**config.mk**
```make
export PLATFORM = sky130hd
export DESIGN_NAME = rx_ack_tracker
export DESIGN_NICKNAME = d
export VERILOG_FILES = /design/src/rtl/rx_ack_tracker.sv
export SDC_FILE = /design/constraint.sdc
export NUM_CORES = 1
export LEC_CHECK = 0
export CORE_MARGIN = 4
export CORE_UTILIZATION = 58
export CTS_BUF_LIST = sky130_fd_sc_hd__clkbuf_16
export CTS_CLUSTER_SIZE = 40
export DETAILED_ROUTE_END_ITERATION = 8
export GPL_TIMING_DRIVEN = 0
export PLACE_DENSITY = 0.8
export SLEW_MARGIN = 10
export SYNTH_ARGS = -nofsm -noshare
export SYNTH_HDL_FRONTEND = slang
export SYNTH_SLANG_ARGS = --single-unit
```
**constraint.sdc**
```tcl
create_clock -name clk -period 21.3 [get_ports clk]
set_input_delay 3.195 -clock clk [delete_from_list [all_inputs] [get_ports clk]]
set_output_delay 3.195 -clock clk [all_outputs]
set_load 0.005 [all_outputs]
```
**src/rtl/rx_ack_tracker.sv**
```systemverilog
// rx_ack_tracker: per-flow receive ACK engine (ack number, RX queue tail/head, delayed-ACK coalescing)
// Ports: clk/rst (sync, active-high); i_init_* (re)initialises a flow; i_pkt_*/o_pkt_rdy inbound segment;
// i_head_upd_* application head advance; i_flush_*/o_flush_rdy force pending ACK out;
// o_res_*/i_res_rdy per-segment result; o_ack_*/i_ack_rdy ACK request to the TX generator.
module rx_ack_tracker #(
  parameter int NUM_FLOWS        = 8,
  parameter int FLOWID_W         = 3,
  parameter int SEQ_W            = 32,
  parameter int PAYLOAD_LEN_W    = 16,
  parameter int RX_PAYLOAD_IDX_W = 6,
  parameter int RX_PAYLOAD_PTR_W = 16,
  parameter int ACK_COALESCE     = 2
) (
  input  logic                          clk,
  input  logic                          rst,
  input  logic                          i_init_val,
  input  logic [FLOWID_W-1:0]           i_init_flowid,
  input  logic [SEQ_W-1:0]              i_init_ack_num,
  input  logic                          i_pkt_val,
  output logic                          o_pkt_rdy,
  input  logic [FLOWID_W-1:0]           i_pkt_flowid,
  input  logic [SEQ_W-1:0]              i_pkt_seq_num,
  input  logic [PAYLOAD_LEN_W-1:0]      i_pkt_payload_len,
  input  logic                          i_pkt_malloc_ok,
  input  logic [RX_PAYLOAD_PTR_W:0]     i_pkt_malloc_space,
  input  logic                          i_head_upd_val,
  input  logic [FLOWID_W-1:0]           i_head_upd_flowid,
  input  logic [RX_PAYLOAD_IDX_W:0]     i_head_upd_idx,
  input  logic                          i_flush_val,
  output logic                          o_flush_rdy,
  input  logic [FLOWID_W-1:0]           i_flush_flowid,
  output logic                          o_res_val,
  input  logic                          i_res_rdy,
  output logic [FLOWID_W-1:0]           o_res_flowid,
  output logic                          o_res_accept,
  output logic [SEQ_W-1:0]              o_res_ack_num,
  output logic [RX_PAYLOAD_IDX_W:0]     o_res_tail_idx,
  output logic [RX_PAYLOAD_PTR_W:0]     o_res_our_win,
  output logic                          o_ack_val,
  input  logic                          i_ack_rdy,
  output logic [FLOWID_W-1:0]           o_ack_flowid,
  output logic [SEQ_W-1:0]              o_ack_num,
  output logic                          o_ack_dup
);
  localparam int IW = RX_PAYLOAD_IDX_W + 1;
  localparam int WW = RX_PAYLOAD_PTR_W + 1;
  localparam int CW = $clog2(ACK_COALESCE + 1);
  logic [SEQ_W-1:0] r_ack  [NUM_FLOWS];
  logic [IW-1:0]    r_tail [NUM_FLOWS];
  logic [IW-1:0]    r_head [NUM_FLOWS];
  logic [CW-1:0]    r_cnt  [NUM_FLOWS];
  logic             w_fire, w_flush_fire, w_accept, w_has_len, w_coal, w_ack_req;
  logic [SEQ_W-1:0] w_ack, w_ack_nxt;
  logic [IW-1:0]    w_tail, w_tail_nxt, w_used;
  logic [CW-1:0]    w_cnt_inc, w_flush_cnt;
  logic [WW-1:0]    w_len, w_win;
  always_comb begin
    o_pkt_rdy    = !i_init_val & (!o_res_val | i_res_rdy) & (!o_ack_val | i_ack_rdy);
    w_fire       = i_pkt_val & o_pkt_rdy;
    o_flush_rdy  = !i_init_val & !w_fire & (!o_ack_val | i_ack_rdy);
    w_flush_fire = i_flush_val & o_flush_rdy;
    w_flush_cnt  = r_cnt[i_flush_flowid];
    w_ack        = r_ack[i_pkt_flowid];
    w_tail       = r_tail[i_pkt_flowid];
    // used >= 2^IDX_W shows up as the wrap bit of the modular difference
    w_used       = w_tail - r_head[i_pkt_flowid];
    w_has_len    = |i_pkt_payload_len;
    w_accept     = i_pkt_malloc_ok & !w_used[IW-1] & (i_pkt_seq_num == w_ack) & w_has_len;
    w_ack_nxt    = w_ack + SEQ_W'(i_pkt_payload_len);
    w_tail_nxt   = w_tail + IW'(1);
    w_len        = WW'(i_pkt_payload_len);
    w_win        = !w_accept ? i_pkt_malloc_space :
                   (w_len > i_pkt_malloc_space) ? '0 : i_pkt_malloc_space - w_len;
    w_cnt_inc    = r_cnt[i_pkt_flowid] + CW'(1);
    w_coal       = w_cnt_inc == CW'(ACK_COALESCE);
    w_ack_req    = w_has_len & (!w_accept | w_coal);
  end
  always_ff @(posedge clk) begin
    if (rst) begin
      for (int i = 0; i < NUM_FLOWS; i++) begin
        r_ack[i]  <= '0;
        r_tail[i] <= '0;
        r_head[i] <= '0;
        r_cnt[i]  <= '0;
      end
      o_res_val      <= 1'b0;
      o_res_flowid   <= '0;
      o_res_accept   <= 1'b0;
      o_res_ack_num  <= '0;
      o_res_tail_idx <= '0;
      o_res_our_win  <= '0;
      o_ack_val      <= 1'b0;
      o_ack_flowid   <= '0;
      o_ack_num      <= '0;
      o_ack_dup      <= 1'b0;
    end else begin
      if (i_head_upd_val) r_head[i_head_upd_flowid] <= i_head_upd_idx;
      if (w_fire) begin
        if (w_accept) begin
          r_ack[i_pkt_flowid]  <= w_ack_nxt;
          r_tail[i_pkt_flowid] <= w_tail_nxt;
        end
        if (w_has_len) r_cnt[i_pkt_flowid] <= (w_accept & !w_coal) ? w_cnt_inc : '0;
        o_res_val      <= 1'b1;
        o_res_flowid   <= i_pkt_flowid;
        o_res_accept   <= w_accept;
        o_res_ack_num  <= w_accept ? w_ack_nxt : w_ack;
        o_res_tail_idx <= w_accept ? w_tail_nxt : w_tail;
        o_res_our_win  <= w_win;
        // the ACK slot is guaranteed free whenever a segment is taken
        o_ack_val      <= w_ack_req;
        if (w_ack_req) begin
          o_ack_flowid <= i_pkt_flowid;
          o_ack_num    <= w_accept ? w_ack_nxt : w_ack;
          o_ack_dup    <= !w_accept;
        end
      end else begin
        if (i_res_rdy) o_res_val <= 1'b0;
        if (w_flush_fire) begin
          r_cnt[i_flush_flowid] <= '0;
          o_ack_val             <= |w_flush_cnt;
          if (|w_flush_cnt) begin
            o_ack_flowid <= i_flush_flowid;
            o_ack_num    <= r_ack[i_flush_flowid];
            o_ack_dup    <= 1'b0;
          end
        end else if (i_ack_rdy) o_ack_val <= 1'b0;
      end
      if (i_init_val) begin
        r_ack[i_init_flowid]  <= i_init_ack_num;
        r_tail[i_init_flowid] <= '0;
        r_head[i_init_flowid] <= '0;
        r_cnt[i_init_flowid]  <= '0;
      end
    end
  end
endmodule

```
# After elaboration in Yosys (flattened, before gate mapping)
# Memories as Yosys holds them, arrays and structs flattened.
# Cells that the tools add are included.
# classes
reduce_logical	23
order_cmp	1
bitwise_logic	14
addsub	5
n_mux	69
eq_ne	3
# ops
cell	count
$mux 32	7
$reduce_or 32->1	2
$mux 3	13
$mux 1	38
$mux 7	5
$mux 17	2
$add 32x16->32	1
$eq 32x32->1	1
$reduce_or 7->1	4
$gt 16x17->1	1
$sub 17x16->17	1
$reduce_or 16->1	1
$and 1x1->1	11
$mux 2	4
$reduce_or 2->1	4
$add 7x1->7 const B	1
$logic_not 1->1	7
$sub 7x7->7	1
$reduce_bool 2->1	3
$or 1x1->1	3
$reduce_and 3->1	1
$reduce_bool 3->1	1
$add 2x1->2 const B	1
$eq 2x2->1 const B	1
$ne 2x1->1 const B	1
# word_totals
out_inout_bits	100
mem_count	4
ram_bits	384
ff_bits	98
# mem_list
name	words	width	read_ports	rd_ports_with_merged_regs	wr	line_no	text
r_ack	8	32	2	0	8	48	logic [SEQ_W-1:0] r_ack [NUM_FLOWS];
r_head	8	7	1	0	8	50	logic [IW-1:0] r_head [NUM_FLOWS];
r_tail	8	7	1	0	8	49	logic [IW-1:0] r_tail [NUM_FLOWS];
r_cnt	8	2	2	0	8	51	logic [CW-1:0] r_cnt [NUM_FLOWS];

# Logic depth before layout (Yosys ltp)
# depth
ltp_word	16
depth_mapped	20
depth_no_buf	15

# Worst setup path before layout
# Ideal clock, no wire load.
# synth_timing
path_type	input to register
startpoint	input i_pkt_flowid[0]
endpoint	memory r_ack[1][0] (enable)
required_ns	20.903
arrival_ns	8.983
path_slack_ns	11.920
cell_stages	20
n_path_buf	8
cell_sequence	buf_6 buf_6 buf_2 buf_1 buf_2 buf_1 mux4_2 mux2i_1 ha_1 a21o_1 a211oi_1 o2bb2ai_1 o21ai_0 mux2_2 nand3_1 buf_2 o31ai_4 nand2_4 buf_6 nand2_1
# synth_rtl
element	line_no	text
from (decl)	21	input logic [FLOWID_W-1:0] i_pkt_flowid,
to (decl)	48	

==> metrics.txt <==
CP Class in2reg; final worst path period need 10.80 ns; GRT Util Overall 41.7%; final core occ 69.2%; sequential share of power 44.7%; hold_buf cts 0; 1st-iter DRT viols 4,001; worst path bufs/invs 8; Final WS setup 10.50 ns; Synth Instances 2,354; TritonCTS clock tree done; Pwr Density 78.3 mW/mm2; Mapped Area 0.0260 mm2; CP Data Arrival Time 11.12 ns; library cells used by synthesis 73; Core Rows 77; startpoint type of the worst setup path input pin; clock tree buffer depth 3; register area 0.0129 mm2; CTS Sinks 482; leakage power 11.3 nW; clock latency at the later pin of the worst-skew pair 0.63 ns; Filler Cell Count 3,271; Die H 220 um; Logic pwr share 19.5%; FMAX 92.6 MHz; Mapped Avg Cell Area 11.0 um2; CP endpoint kind flip-flop; vias per inst 7.03; GPL Wtd Cong 1.05; Crit path max-delay family buffers and inverters; ys async rst share 0%; CTS Buf Count 51; Post-Route WL 102,000 um; DRC violations left 0; largest net degree at the start of global routing 40; total gr overflow 0; max-cap violation count 0; setup TNS 0 ns; clk root buf clkbuf_16; CP peak stage delay 0.85 ns; # IOs 225; measured slew at the worst slew-check pin 1.22 ns; Initial Utilization 58.7%; layout cells sized above 1 12.3%; nets 2,790; Ys Warns 0; first-pass GRT wire length 145,000 um; Layout Area Growth over Synthesis 17.9%; DP Worst Slack 10.02 ns; clock skew 0.0296 ns; vias in the first global route 22,200; DIE AREA 0.0483 mm2; initial antenna violation count 2; Slowest-stage cell, CP buf_1; htree depth 2; drt pass-1 iters 6; syn nets 2,520; Post-synth EDFFs 328; status finished clean; Switch Pwr 720 uW; synthesis-stage register bit count 482; Switching Share 30.0%; core area 0.0443 mm2; PortBufs 208; worst hold path type reg2reg; R2R setup slack 15.34 ns; most frequent cells in the layout nor2_1, edfxtp_1, clkdlybuf4s50_1, nand2_1, dfxtp_1; Post-CTS Setup Bufs 0; vias 22,900; sequential share of the synthesized area 49.7%; most common cell after layout, fill and taps aside nor2_1; Final HPWL DP 74,300 um; final setup violation count 0; DRT antenna net count 0; Slew Limit Fails 0; Internal Pwr Total 1.68 mW; Final Hold Viols 0; post-CTS sizing 0; maximum VDD drop 65.5 uV; clock power share 35.8%; Worst slew margin 16.3%; multi-input logic area 0.0122 mm2; ordered list of cells on the worst path buf_6 -> buf_6 -> buf_2 -> buf_1 -> buf_2 -> buf_1 -> mux4_2 -> mux2i_1 -> ha_1 -> o21a_1 -> o21a_1 -> o211ai_1 -> o21ai_0 -> mux2_2 -> nand3_1 -> nor4_2 -> o21ai_1 -> clkbuf_1 -> nand2_2 -> buf_12; top_reg_cell synth edfxtp_1; Power, Total 2.40 mW; Tcrit/Tclk final 50.7%; Worst EP required 21.62 ns; Crit Path Max Fanout 24; die span in x 220 um; Reg clk slew, reported paths 0.06 ns; RSZ-0062 raised after global routing no; routed len/inst 31.4 um
-- kinds of logic (layout without fill, tap and decap cells) --
family | count (synthesis) | in the layout | share of synthesized area (%)
AND/OR/NAND/NOR | 971 | 971 | 16.9
flip-flops | 482 | 482 | 49.7
AO/OA/AOI/OAI | 329 | 329 | 8.41
multiplexers | 245 | 245 | 16.5
buffers and inverters | 208 | 518 | 3.76
XOR/XNOR | 78 | 78 | 2.63
adder cells (fa/ha/maj) | 41 | 41 | 2.03
other | 0 | 2 | 0
-- sequential cells by signal, summed over array words and instances (netlist names), 7 cells and up --
signal and cells:
r_ack 256, o_res_ack_num 32, r_tail 56, r_head 56, r_cnt 16, o_res_tail_idx 7
o_res_our_win 17, o_ack_num 32
-- worst reg2reg max path, cell delays in order (launching register included) --
cell and delay, ns:
edfxtp_1 0.37, mux4_2 0.50, mux2i_1 0.52, inv_1 0.24
ha_1 0.35, a21o_1 0.19, a211oi_1 0.23, o2bb2ai_1 0.14
o21ai_0 0.18, mux2_2 0.32, nand3_1 0.35, nor4_2 0.67
o21ai_1 0.26, clkbuf_1 0.42, nand2_2 0.61, buf_12 0.29
-- stage by stage --
stage,cell area [um2],hold slack (ns),std cells
finish,30700,0.465,3258
global route,30600,0.487,3256
CTS,30600,0.467,3256
detailed placement,29100,0.455,3163
global placement,28800,0.444,3154
floorplan,26000,0.444,2354
-- layout make-up --
cell class / instances / share of cell area [%]
Buffer: 170 / 2.74
Timing Repair Buffer: 217 / 7.39
Tap cell: 592 / 2.42
Sequential cell: 482 / 42.2
Antenna cell: 2 / 0.0163
Clock buffer: 53 / 4.33
Inverter: 38 / 0.465
Multi-Input combinational cell: 1664 / 39.7
Clock inverter: 40 / 0.796
-- power groups by stage --
| stage | combinational [mW] | clock, mW | sequential [mW] |
|---|---|---|---|
| global placement | 0.430 | 0 | 1.09 |
| floorplan | 0.255 | 0 | 1.08 |
| global route | 0.486 | 0.890 | 1.07 |
| detailed placement | 0.443 | 0 | 1.09 |
| finish | 0.469 | 0.859 | 1.07 |
| CTS | 0.446 | 0.852 | 1.07 |
-- path summary, 6_finish.rpt --
path,from,endpoint,depth (start not counted)
min reg2reg,o_res_tail_idx[3],o_res_tail_idx[3],2
min,o_res_tail_idx[3],o_res_tail_idx[3],2
max reg2reg,r_tail[7][4],r_ack[2][19],15
max,i_pkt_flowid[0],r_ack[2][19],20
-- routing by layer --
metal,vias to the layer above,global-route usage (%),share of wire (%)
met5,-,0,0.068
met4,2,24.6,7.4
met3,482,16.1,16
met2,2167,61.8,43
met1,11000,52.1,33
li1,9271,-,-
-- synth_stat cells, types with 11 or more instances --
cell type | instances | area, um2
edfxtp_1 | 328 | 9850
o21ai_1 | 13 | 65.1
nor4_1 | 20 | 125
or4_1 | 15 | 113
nor3b_1 | 41 | 308
a211oi_1 | 25 | 188
xnor2_1 | 53 | 464
mux2_2 | 17 | 191
buf_2 | 23 | 115
xor2_1 | 25 | 219
buf_6 | 21 | 236
mux2i_1 | 80 | 801
a21o_1 | 11 | 82.6
inv_1 | 37 | 139
nor3_1 | 45 | 225
a311oi_1 | 11 | 96.3
nand2_1 | 176 | 661
nand3_1 | 79 | 395
and3_1 | 24 | 150
clkbuf_1 | 104 | 390
o21ai_0 | 38 | 190
mux4_2 | 145 | 3270
ha_1 | 39 | 488
a21oi_1 | 112 | 561
dfxtp_1 | 154 | 3080
and2_1 | 11 | 68.8
buf_1 | 19 | 71.3
nand4_1 | 19 | 119
nor2_1 | 486 | 1820
o41ai_1 | 15 | 131
nor2b_1 | 11 | 68.8
Note: power is estimated with default switching activity, not from simulation.
